<file path="config.mk">
export PLATFORM = sky130hd
export DESIGN_NAME = tc_pwr_domain_ctrl
export DESIGN_NICKNAME = d
export VERILOG_FILES = /design/src/rtl/tc_pwr_domain_ctrl.sv
export SDC_FILE = /design/constraint.sdc
export NUM_CORES = 1
export LEC_CHECK = 0
export CORE_MARGIN = 1.5
export CORE_UTILIZATION = 55
export DETAILED_ROUTE_END_ITERATION = 10
export DONT_BUFFER_PORTS = 1
export PLACE_DENSITY_LB_ADDON = 0.12
export SETUP_SLACK_MARGIN = 0.3
export SYNTH_ARGS = -nofsm -noshare
export SYNTH_HDL_FRONTEND = slang
export SYNTH_SLANG_ARGS = --single-unit
</file>
<file path="constraint.sdc">
create_clock -name clk_i -period 2.92 [get_ports clk_i]
set_input_delay 0.146 -clock clk_i [delete_from_list [all_inputs] [get_ports clk_i]]
set_output_delay 0.146 -clock clk_i [all_outputs]
set_load 0.005 [all_outputs]
</file>
<file path="src/rtl/tc_pwr_domain_ctrl.sv">
// Power-domain sequencer: switch-chain enable, isolation enable and output clamp for one gated domain.
// Optional acknowledge-timeout detection is enabled by defining TC_PWR_ACK_TIMEOUT_EN.
module tc_pwr_domain_ctrl #(
  parameter int unsigned           DATA_WIDTH    = 32,
  parameter logic [DATA_WIDTH-1:0] CLAMP_VAL     = '0,
  parameter int unsigned           SETTLE_CYCLES = 4,
  parameter int                    ISO_CYCLES    = 2,
  parameter int unsigned           ACK_TIMEOUT   = 256
) (
  input  logic                  clk_i,
  input  logic                  rst_i,
  input  logic                  pwr_on_req_i,
  output logic                  pwr_on_ack_o,
  output logic                  busy_o,
  output logic                  sleep_o,
  input  logic                  sleepout_i,
  output logic                  iso_en_o,
  input  logic [DATA_WIDTH-1:0] data_i,
  output logic [DATA_WIDTH-1:0] data_o,
  output logic                  err_o
);

  localparam int ISO_EFF = (ISO_CYCLES < 1) ? 1 : ISO_CYCLES;
  localparam int SCW     = $clog2((SETTLE_CYCLES > 2) ? SETTLE_CYCLES : 2) + 1;
  localparam int ICW     = $clog2((ISO_EFF > 2) ? ISO_EFF : 2) + 1;

  typedef enum logic [2:0] {
    S_OFF,
    S_PWR_UP,
    S_SETTLE,
    S_ON,
    S_ISO_HOLD,
    S_PWR_DN
  } state_t;

  state_t           state;
  state_t           next_state;
  logic             sleepout_s1;
  logic             sleepout_s2;
  logic [SCW-1:0]   settle_cnt;
  logic [ICW-1:0]   iso_cnt;

  // Synchroniser resets to 1 so an open chain is assumed until proven closed.
  always_ff @(posedge clk_i or posedge rst_i) begin
    if (rst_i) begin
      sleepout_s1 <= 1'b1;
      sleepout_s2 <= 1'b1;
    end else begin
      sleepout_s1 <= sleepout_i;
      sleepout_s2 <= sleepout_s1;
    end
  end

  always_ff @(posedge clk_i or posedge rst_i) begin
    if (rst_i) state <= S_OFF;
    else       state <= next_state;
  end

  always_ff @(posedge clk_i or posedge rst_i) begin
    if (rst_i) begin
      settle_cnt <= '0;
      iso_cnt    <= '0;
    end else begin
      if (state != S_SETTLE && next_state == S_SETTLE) settle_cnt <= SCW'(SETTLE_CYCLES);
      else if (state == S_SETTLE)                      settle_cnt <= settle_cnt - 1'b1;

      if (state != S_ISO_HOLD && next_state == S_ISO_HOLD) iso_cnt <= ICW'(ISO_EFF);
      else if (state == S_ISO_HOLD)                        iso_cnt <= iso_cnt - 1'b1;
    end
  end

  always_comb begin
    next_state   = state;
    sleep_o      = 1'b1;
    iso_en_o     = 1'b1;
    pwr_on_ack_o = 1'b0;
    busy_o       = 1'b0;
    case (state)
      S_OFF: begin
        if (pwr_on_req_i) next_state = S_PWR_UP;
      end
      S_PWR_UP: begin
        sleep_o = 1'b0;
        busy_o  = 1'b1;
        if (!sleepout_s2) next_state = (SETTLE_CYCLES == 0) ? S_ON : S_SETTLE;
      end
      S_SETTLE: begin
        sleep_o = 1'b0;
        busy_o  = 1'b1;
        if (settle_cnt <= SCW'(1)) next_state = S_ON;
      end
      S_ON: begin
        sleep_o      = 1'b0;
        iso_en_o     = 1'b0;
        pwr_on_ack_o = 1'b1;
        if (!pwr_on_req_i) next_state = S_ISO_HOLD;
      end
      S_ISO_HOLD: begin
        sleep_o = 1'b0;
        busy_o  = 1'b1;
        if (iso_cnt <= ICW'(1)) next_state = S_PWR_DN;
      end
      S_PWR_DN: begin
        busy_o = 1'b1;
        if (sleepout_s2) next_state = S_OFF;
      end
      default: next_state = S_OFF;
    endcase
  end

  assign data_o = iso_en_o ? CLAMP_VAL : data_i;

`ifdef TC_PWR_ACK_TIMEOUT_EN
  localparam int unsigned ATO = (ACK_TIMEOUT == 0) ? 32'd1 : ACK_TIMEOUT;
  localparam int          TW  = $clog2((ATO > 2) ? ATO : 2) + 1;

  logic [TW-1:0] to_cnt;
  logic          err_q;
  logic          waiting;

  assign waiting = (state == S_PWR_UP) || (state == S_PWR_DN);

  // Counts cycles already spent waiting; the flag sets at the end of the ATO-th such cycle.
  always_ff @(posedge clk_i or posedge rst_i) begin
    if (rst_i) begin
      to_cnt <= '0;
      err_q  <= 1'b0;
    end else begin
      if (next_state != state)                     to_cnt <= '0;
      else if (waiting && to_cnt != TW'(ATO))      to_cnt <= to_cnt + 1'b1;
      if (waiting && next_state == state && to_cnt == TW'(ATO - 1)) err_q <= 1'b1;
    end
  end

  assign err_o = err_q;
`else
  assign err_o = 1'b0;
`endif

endmodule

</file>
==> impl_metrics.json, run 1 <==
{
  "synth_top_cell_by_area": "and3_1",
  "worstMarginPinSlew_ns": 1.15,
  "ff2ff_path_depth": 2,
  "vias_per_cell": 6.21,
  "post-route-util_pct": 59.2,
  "status": "completed",
  "dpl_worst_slack_ns": 1.24,
  "synth_area_leaders": "and3_1, dfrtp_1, dfstp_2",
  "fmax_mhz": 528,
  "slew_violations": 0,
  "finClkSkew_ns": 0.00335,
  "synth_cell_types": 37,
  "grt_pass1_wl_um": 2620,
  "wl_met3_um": 96,
  "drcViolationCount": 0,
  "overflow": 0,
  "yosysSeqAreaShare_pct": 28.3,
  "yosysTopAreaCellShare_pct": 22.4,
  "antenna_found_initial": 0,
  "synth.avg_cell_area_sq_um": 8.12,
  "fin_area_sq_um": 892,
  "worst_hold_path_type": "in -> reg",
  "post-synth-top-count-cell": "and3_1",
  "p_total_uw": 891,
  "numCtsBuffers": 3,
  "p_per_area_nw_per_um2": 999,
  "wl_per_cell_um": 15.0,
  "yosys_warnings": 0,
  "grt_setup_unrepaired": "no",
  "maxCapViolations": 0,
  "synth_fa_ha_area_share_pct": 2.80,
  "post_cts_resized": 0,
  "min_period_ns": 1.89,
  "hold_start": "pwr_on_req_i",
  "hpwl_um": 1270,
  "hold_viol": 0,
  "setup_viol": 0,
  "grt_max_degree": 53,
  "start_util_pct": 59.3,
  "muxShareOfSynthArea_pct": 0,
  "yosys-top-cells-count": "and3_1, dfrtp_1, nor2_1",
  "holdPathStages": 2,
  "arrival_ns": 1.75,
  "routedLengthMet1_um": 803,
  "io_buffer_count": 0,
  "vdd_ir_drop_max_v": 0.000461,
  "synth_top_family_by_area": "simple AND/OR/NAND/NOR gates",
  "hold_end": "state[2]$_DFF_PP0_",
  "synthFlopType": "dfrtp_1",
  "synth-simple-area-share_pct": 41.5,
  "wl_met2_um": 878,
  "p_leak_uw": 0.000482,
  "num_vias": 751,
  "routed_wirelength_um": 1810,
  "synth-compound-area-share_pct": 12.5,
  "maxSlewHeadroom_pct": 23.6,
  "layout_setup_ws_ns": 1.03,
  "cts-root-buf": "clkbuf_4",
  "synthXorXnorAreaFrac_pct": 2.94,
  "post-route-period-util_pct": 64.9,
  "cts_tree": "yes",
  "clock_latency_ns": 0.28,
  "ys_ff_latch": 10,
  "ioPinCount": 73,
  "start_kind": "flop",
  "gp_congestion": 0.786,
  "synthCells": 110,
  "cp.required_ns": 2.77,
  "coreArea_sq_um": 1510,
  "path_max_fanout": 52,
  "endpoint_kind": "output pin",
  "tns_ns": 0,
  "regToRegEndpoint": "iso_cnt[0]$_DFFE_PP0P_",
  "critical_path_class": "reg -> out",
  "clkTransAtPathRegs_ns": 0.07,
  "synth_fp_nets": 148,
  "htree_levels": 1,
  "cts_num_sinks": 10,
  "syn_area_sq_um": 893,
  "die_area_sq_um": 1870,
  "post_cts_buffers": 0,
  "placed_area_sq_um": 836,
  "cts_max_path_buffers": 2,
  "fp-row-count": 14,
  "final_antenna_net_count": 0,
  "num_antenna_cells": 0,
  "die_width_um": 43.3,
  "track_usage_pct": 18.4,
  "highest_layer": "met4",
  "grt_pass1_vias": 596,
  "drive_gt1_share_pct": 13.3,
  "area_delta_synth_final_pct": -0.140,
  "detail_route.first_pass.iterations": 4,
  "synth_edf_count": 0,
  "ff2ff_setup_slack_ns": 1.22,
  "r2r-start": "state[0]$_DFF_PP0_",
  "die_y_um": 43.3,
  "synthArstFlopShare_pct": 100,
  "drt-initial-drc-count": 14,
  "nets": 144
}
[worst max-delay path: stages, from the launching register on]
cell and delay [ns]:
dfrtp_1 1.11, nor2_1 0.14, xnor2_1 0.22
[cell type report]
| cell class | count | area [sq um] |
|---|---|---|
| repair buffers | 3 | 27.5 |
| well taps | 16 | 20.0 |
| inverters | 5 | 18.8 |
| fillers | 131 | 614 |
| flip-flops and latches | 10 | 253 |
| multi-input cells | 83 | 537 |
| clock buffers | 4 | 36.3 |
[how the worst max path moves through the flow]
stage,from,endpoint,slack (ns),cells after the start
after floorplan,state[1]$_DFF_PP0_,settle_cnt[0]$_DFFE_PP0P_,1.76,4
after global placement,state[0]$_DFF_PP0_,iso_cnt[0]$_DFFE_PP0P_,1.32,2
after detailed placement,state[0]$_DFF_PP0_,iso_cnt[0]$_DFFE_PP0P_,1.24,2
after CTS,state[0]$_DFF_PP0_,busy_o,1.02,2
after global routing,state[0]$_DFF_PP0_,busy_o,0.84,2
final,state[0]$_DFF_PP0_,busy_o,1.03,2
[metrics by stage]
stage / hold WS, ns / instances
final: 0.0734 / 121
after global routing: 0.105 / 121
after CTS: 0.0787 / 121
after detailed placement: 0.0450 / 115
after global placement: 0.0393 / 115
after floorplan: -0.0153 / 110
[repair_timing]
action,CTS,global route
hold buffers,2,0
setup endpoints to repair,0,0
hold endpoints to repair,9,0
[state kept, by name, summed over array words and instances (netlist names)]
register and count:
iso_cnt 2, settle_cnt 3, sleepout_s1 1, sleepout_s2 1, state 3
[report_power, final]
group	switching, uW	leakage, uW	internal [uW]	total (uW)
Combinational	228	0.000344	209	437
Clock	54.6	0.0000210	76.0	131
Sequential	140	0.000117	183	323
Total	423	0.000482	468	891
[placed cells by master (no fill, tap or decap), types with 2 or more instances in the layout]
cell type	netlist	layout
nand2b_1	2	2
nor2_1	8	8
clkbuf_4	0	3
xnor2_1	2	2
and3_1	32	32
a221oi_2	2	2
nand3_1	3	3
nor3b_1	2	2
inv_1	5	5
dfstp_2	2	2
and2_1	2	2
o21ai_0	6	6
nand2_1	5	5
dfrtp_1	8	8
dlygate4sd3_1	0	2
ha_1	2	2
[metal layers]
layer / up-vias / global-route usage (%)
li1: 374 / -
met1: 338 / 23.9
met2: 34 / 29.9
met3: 5 / 3.83
met4: 0 / 7.27
met5: - / 0
[kinds of logic (layout without fill, tap and decap cells)]
family                     after synthesis  after routing
and+or+nand+nor                         62             62
buffers and inverters                   17             12
AOI/OAI and AO/OA                       15             15
DFF                                     10             10
xor gates and xnor gates                 3              3
adders and majority gates                2              2
other                                    1              1
(Power assumes the default switching activity.)
==> run 2, diff against run 1 <==
==> constraint.sdc (replaced) <==
create_clock -name clk_i -period 1.5 [get_ports clk_i]
set_input_delay 0.075 -clock clk_i [delete_from_list [all_inputs] [get_ports clk_i]]
set_output_delay 0.075 -clock clk_i [all_outputs]
set_load 0.005 [all_outputs]
==> impl_metrics.json, run 2 (same netlist as run 1, synthesis figures left out) <==
{
  "status": "completed",
  "cp_num_buf_inv": 1,
  "crit_family": "flip-flops",
  "nets": 162,
  "start_util_pct": 59.3,
  "vdd_ir_drop_max_v": 0.00115,
  "final_antenna_net_count": 0,
  "p_per_area_nw_per_um2": 2200,
  "vias_per_cell": 6.49,
  "drt-initial-drc-count": 25,
  "ioPinCount": 73,
  "fp-row-count": 14,
  "drcViolationCount": 0,
  "layout_commonest_cell": "and3_1",
  "antenna_found_initial": 0,
  "cts-root-buf": "clkbuf_4",
  "post-route-period-util_pct": 90.2,
  "fmax_mhz": 739,
  "cts_tree": "yes",
  "p_leak_uw": 0.000595,
  "critPathMaxStageDelay_ns": 0.45,
  "routed_wirelength_um": 2430,
  "critical_path_class": "reg -> out",
  "hpwl_um": 1430,
  "hold_viol": 0,
  "arrival_ns": 1.28,
  "cts_max_path_buffers": 2,
  "die_width_um": 43.3,
  "io_buffer_count": 0,
  "place_inst": 118,
  "path_max_fanout": 9,
  "grt_pass1_wl_um": 3330,
  "num_vias": 902,
  "cp.required_ns": 1.42,
  "grt_setup_unrepaired": "yes",
  "gp_congestion": 0.813,
  "htree_levels": 1,
  "layoutNonFillerInstCount": 139,
  "min_period_ns": 1.35,
  "num_antenna_cells": 0,
  "worst_hold_path_type": "in -> reg",
  "p_total_uw": 2500,
  "crit_chain": "nor2b_4 -> buf_4 -> and3_1",
  "cts_num_sinks": 10,
  "dpl_worst_slack_ns": 0.148,
  "detail_route.first_pass.iterations": 4,
  "grt_max_degree": 34,
  "final_cell_mix": "and3_1, buf_4, buf_6, o21ai_0",
  "maxCapViolations": 0,
  "finClkSkew_ns": 0.00891,
  "area_delta_synth_final_pct": 27.3,
  "drive_gt1_share_pct": 39.0,
  "clock_latency_ns": 0.28,
  "numCtsBuffers": 3,
  "overflow": 0,
  "grt_pass1_vias": 738,
  "endpoint_kind": "output pin",
  "wl_per_cell_um": 17.4,
  "layout_setup_ws_ns": 0.147,
  "clkTransAtPathRegs_ns": 0.08,
  "top_regs": "settle_cnt x3, state x3, iso_cnt x2",
  "holdWs_ns": 0.0118,
  "ff2ff_setup_slack_ns": 0.23,
  "crit_slowest_cell": "dfrtp_2",
  "coreArea_sq_um": 1510,
  "track_usage_pct": 24.1,
  "die_y_um": 43.3,
  "die_area_sq_um": 1870,
  "tns_ns": 0,
  "start_kind": "flop",
  "setup_viol": 0,
  "slew_violations": 0
}
run 2: power by group:
part           total [uW]  internal, uW  switching, uW
clock network         257           148            109
registers             463           369           94.4
logic                1780           882            895
run 2: path summary, 6_finish.rpt:
path	start	to	depth (start not counted)
min in group asynchronous	rst_i	iso_cnt[0]$_DFFE_PP0P_	2
max in group asynchronous	rst_i	sleepout_s2$_DFF_PP1_	2
worst max register to register	state[2]$_DFF_PP0_	state[0]$_DFF_PP0_	4
worst min-delay path	pwr_on_req_i	iso_cnt[0]$_DFFE_PP0P_	2
worst max-delay path	state[2]$_DFF_PP0_	data_o[14]	3
worst min register to register	sleepout_s1$_DFF_PP1_	sleepout_s2$_DFF_PP1_	0
run 2: final cells by class:
type / count / area (sq um)
tap: 16 / 20.0
clock buffer: 4 / 36.3
multi-input combinational: 83 / 601
timing repair buffer: 21 / 205
inverter: 5 / 18.8
fill: 95 / 369
sequential: 10 / 256
run 2: timing repair:
action / 4_1_cts / 5_1_grt
resized for setup: 22 / 9
setup endpoints to repair: 42 / 41
cloned: 3 / 0
hold buffers: 2 / 0
setup buffers: 10 / 2
hold endpoints to repair: 11 / 0
pin swaps: 5 / 4
run 2: metrics by stage:
| stage | area (sq um) | utilization, % |
|---|---|---|
| floorplan | 893 | - |
| global placement | 858 | 57.0 |
| detailed placement | 858 | 57.0 |
| CTS | 1070 | 71.3 |
| global route | 1140 | 75.5 |
| finish | 1140 | 75.5 |
run 2: metal layers:
metal  vias to the layer above  share of wire (%)  GRT usage, %
met5                         -                  0             0
met1                       439                 41          31.9
met4                         0                2.1          10.3
met2                        48                 51          37.9
met3                         7                6.0          5.11
li1                        408                  -             -
run 2: worst register-to-register path, cell delays in order, from the launching register on:
cell	delay, ns
dfrtp_2	0.45
buf_4	0.17
or2_2	0.30
a21oi_2	0.14
o22ai_1	0.09
==> run 3, diff against run 2 <==
==> constraint.sdc (replaced) <==
create_clock -name clk_i -period 1.35 [get_ports clk_i]
set_input_delay 0.0675 -clock clk_i [delete_from_list [all_inputs] [get_ports clk_i]]
set_output_delay 0.0675 -clock clk_i [all_outputs]
set_load 0.005 [all_outputs]
==> impl_metrics.json, run 3 (same netlist as run 1, synthesis figures left out) <==
{
  "critical_path_class": "reg -> out",
  "die_y_um": 43.3,
  "wl_per_cell_um": 14.8,
  "overflow": 0,
  "worst_hold_path_type": "in -> reg",
  "cp.required_ns": 1.28,
  "grt_pass1_wl_um": 2970,
  "grt_setup_unrepaired": "yes",
  "grt_pass1_vias": 680,
  "fmax_mhz": 784,
  "area_delta_synth_final_pct": 20.6,
  "die_area_sq_um": 1870,
  "fp-row-count": 14,
  "htree_levels": 1,
  "r2r-start": "state[2]$_DFF_PP0_",
  "holdPathStages": 2,
  "holdWs_ns": 0.0156,
  "multi_input_area_sq_um": 609,
  "num-fill-cells": 106,
  "cts_num_sinks": 10,
  "final_cell_mix": "and3_1, buf_4, nor2_1, dfrtp_1, buf_6",
  "cp-startpoint": "state[2]$_DFF_PP0_",
  "path_max_fanout": 22,
  "ff2ff_path_depth": 4,
  "detail_route.first_pass.iterations": 4,
  "drive_gt1_share_pct": 36.2,
  "drt-initial-drc-count": 14,
  "seq_area_sq_um": 256,
  "nets": 155,
  "gp_congestion": 0.808,
  "coreArea_sq_um": 1510,
  "num_antenna_cells": 0,
  "dpl_worst_slack_ns": 0.124,
  "routed_wirelength_um": 1950,
  "final_antenna_net_count": 0,
  "num_vias": 815,
  "start_kind": "flop",
  "layout_setup_ws_ns": 0.0744,
  "antenna_found_initial": 0,
  "finClkSkew_ns": 0.000949,
  "track_usage_pct": 21.1,
  "clkTransAtPathRegs_ns": 0.07,
  "tns_ns": 0,
  "cts_max_path_buffers": 2,
  "status": "completed",
  "setup_viol": 0,
  "slew_violations": 0,
  "cts_tree": "yes",
  "hold_end": "iso_cnt[0]$_DFFE_PP0P_",
  "ioPinCount": 73,
  "top_regs": "settle_cnt x3, state x3, iso_cnt x2",
  "hpwl_um": 1390,
  "endpoint_kind": "output pin",
  "layoutNonFillerInstCount": 132,
  "post-route-period-util_pct": 94.5,
  "hold_viol": 0,
  "hold_start": "pwr_on_req_i",
  "p_leak_uw": 0.000558,
  "die_width_um": 43.3,
  "numCtsBuffers": 3,
  "grt_max_degree": 34,
  "maxCapViolations": 0,
  "post-route-util_pct": 71.5,
  "io_buffer_count": 0,
  "place_inst": 120,
  "min_period_ns": 1.28,
  "cts-root-buf": "clkbuf_4",
  "vdd_ir_drop_max_v": 0.00141,
  "arrival_ns": 1.21,
  "drcViolationCount": 0,
  "vias_per_cell": 6.17,
  "p_per_area_nw_per_um2": 2330,
  "ff2ff_setup_slack_ns": 0.10,
  "clock_latency_ns": 0.26,
  "layout_commonest_cell": "and3_1",
  "start_util_pct": 59.3,
  "regToRegEndpoint": "settle_cnt[1]$_DFFE_PP0P_"
}
run 3: repair_timing:
| item | CTS | global route |
|---|---|---|
| buffers inserted | 5 | 1 |
| hold endpoints to repair | 11 | 0 |
| pin swaps | 2 | 5 |
| setup endpoints to repair | 43 | 44 |
| gates resized for setup | 18 | 7 |
| hold buffers | 2 | 0 |
run 3: through the flow:
stage,area [sq um],power [uW]
after floorplan,922,1730
after global placement,891,1780
after detailed placement,891,1810
after CTS,1040,2390
after global routing,1080,2720
final,1080,2510
run 3: layout make-up:
class / instances / area share (%)
Multi-Input combinational cell: 83 / 56.6
Clock buffer: 4 / 3.37
Inverter: 5 / 1.74
Tap cell: 16 / 1.86
Timing Repair Buffer: 14 / 12.7
Sequential cell: 10 / 23.8
run 3: worst max-delay path, cell delays in order (launching register included):
cell and delay [ns]:
dfrtp_2 0.44, nor2b_4 0.15, buf_8 0.16, and3_1 0.19
run 3: report_power, final:
group / switching, uW / internal, uW
clock: 105 / 164
sequential: 106 / 410
combinational: 890 / 832
run 3: worst max path at each step:
stage,cells past startpoint,end,slack [ns]
2_1_floorplan,4,settle_cnt[1]$_DFFE_PP0P_,0.25
3_3_place_gp,3,state[0]$_DFF_PP0_,0.16
3_5_place_dp,3,iso_en_o,0.12
4_1_cts,3,data_o[13],0.08
5_1_grt,3,data_o[13],0.02
6_report,3,data_o[27],0.07
run 3: per-layer routing:
| layer | GRT usage, % | up-vias | wire, um |
|---|---|---|---|
| met5 | 0 | - | 0 |
| met4 | 9.70 | 0 | 25 |
| met3 | 4.68 | 4 | 136 |
| met2 | 35.8 | 46 | 1010 |
| met1 | 25.1 | 372 | 781 |
| li1 | - | 393 | - |
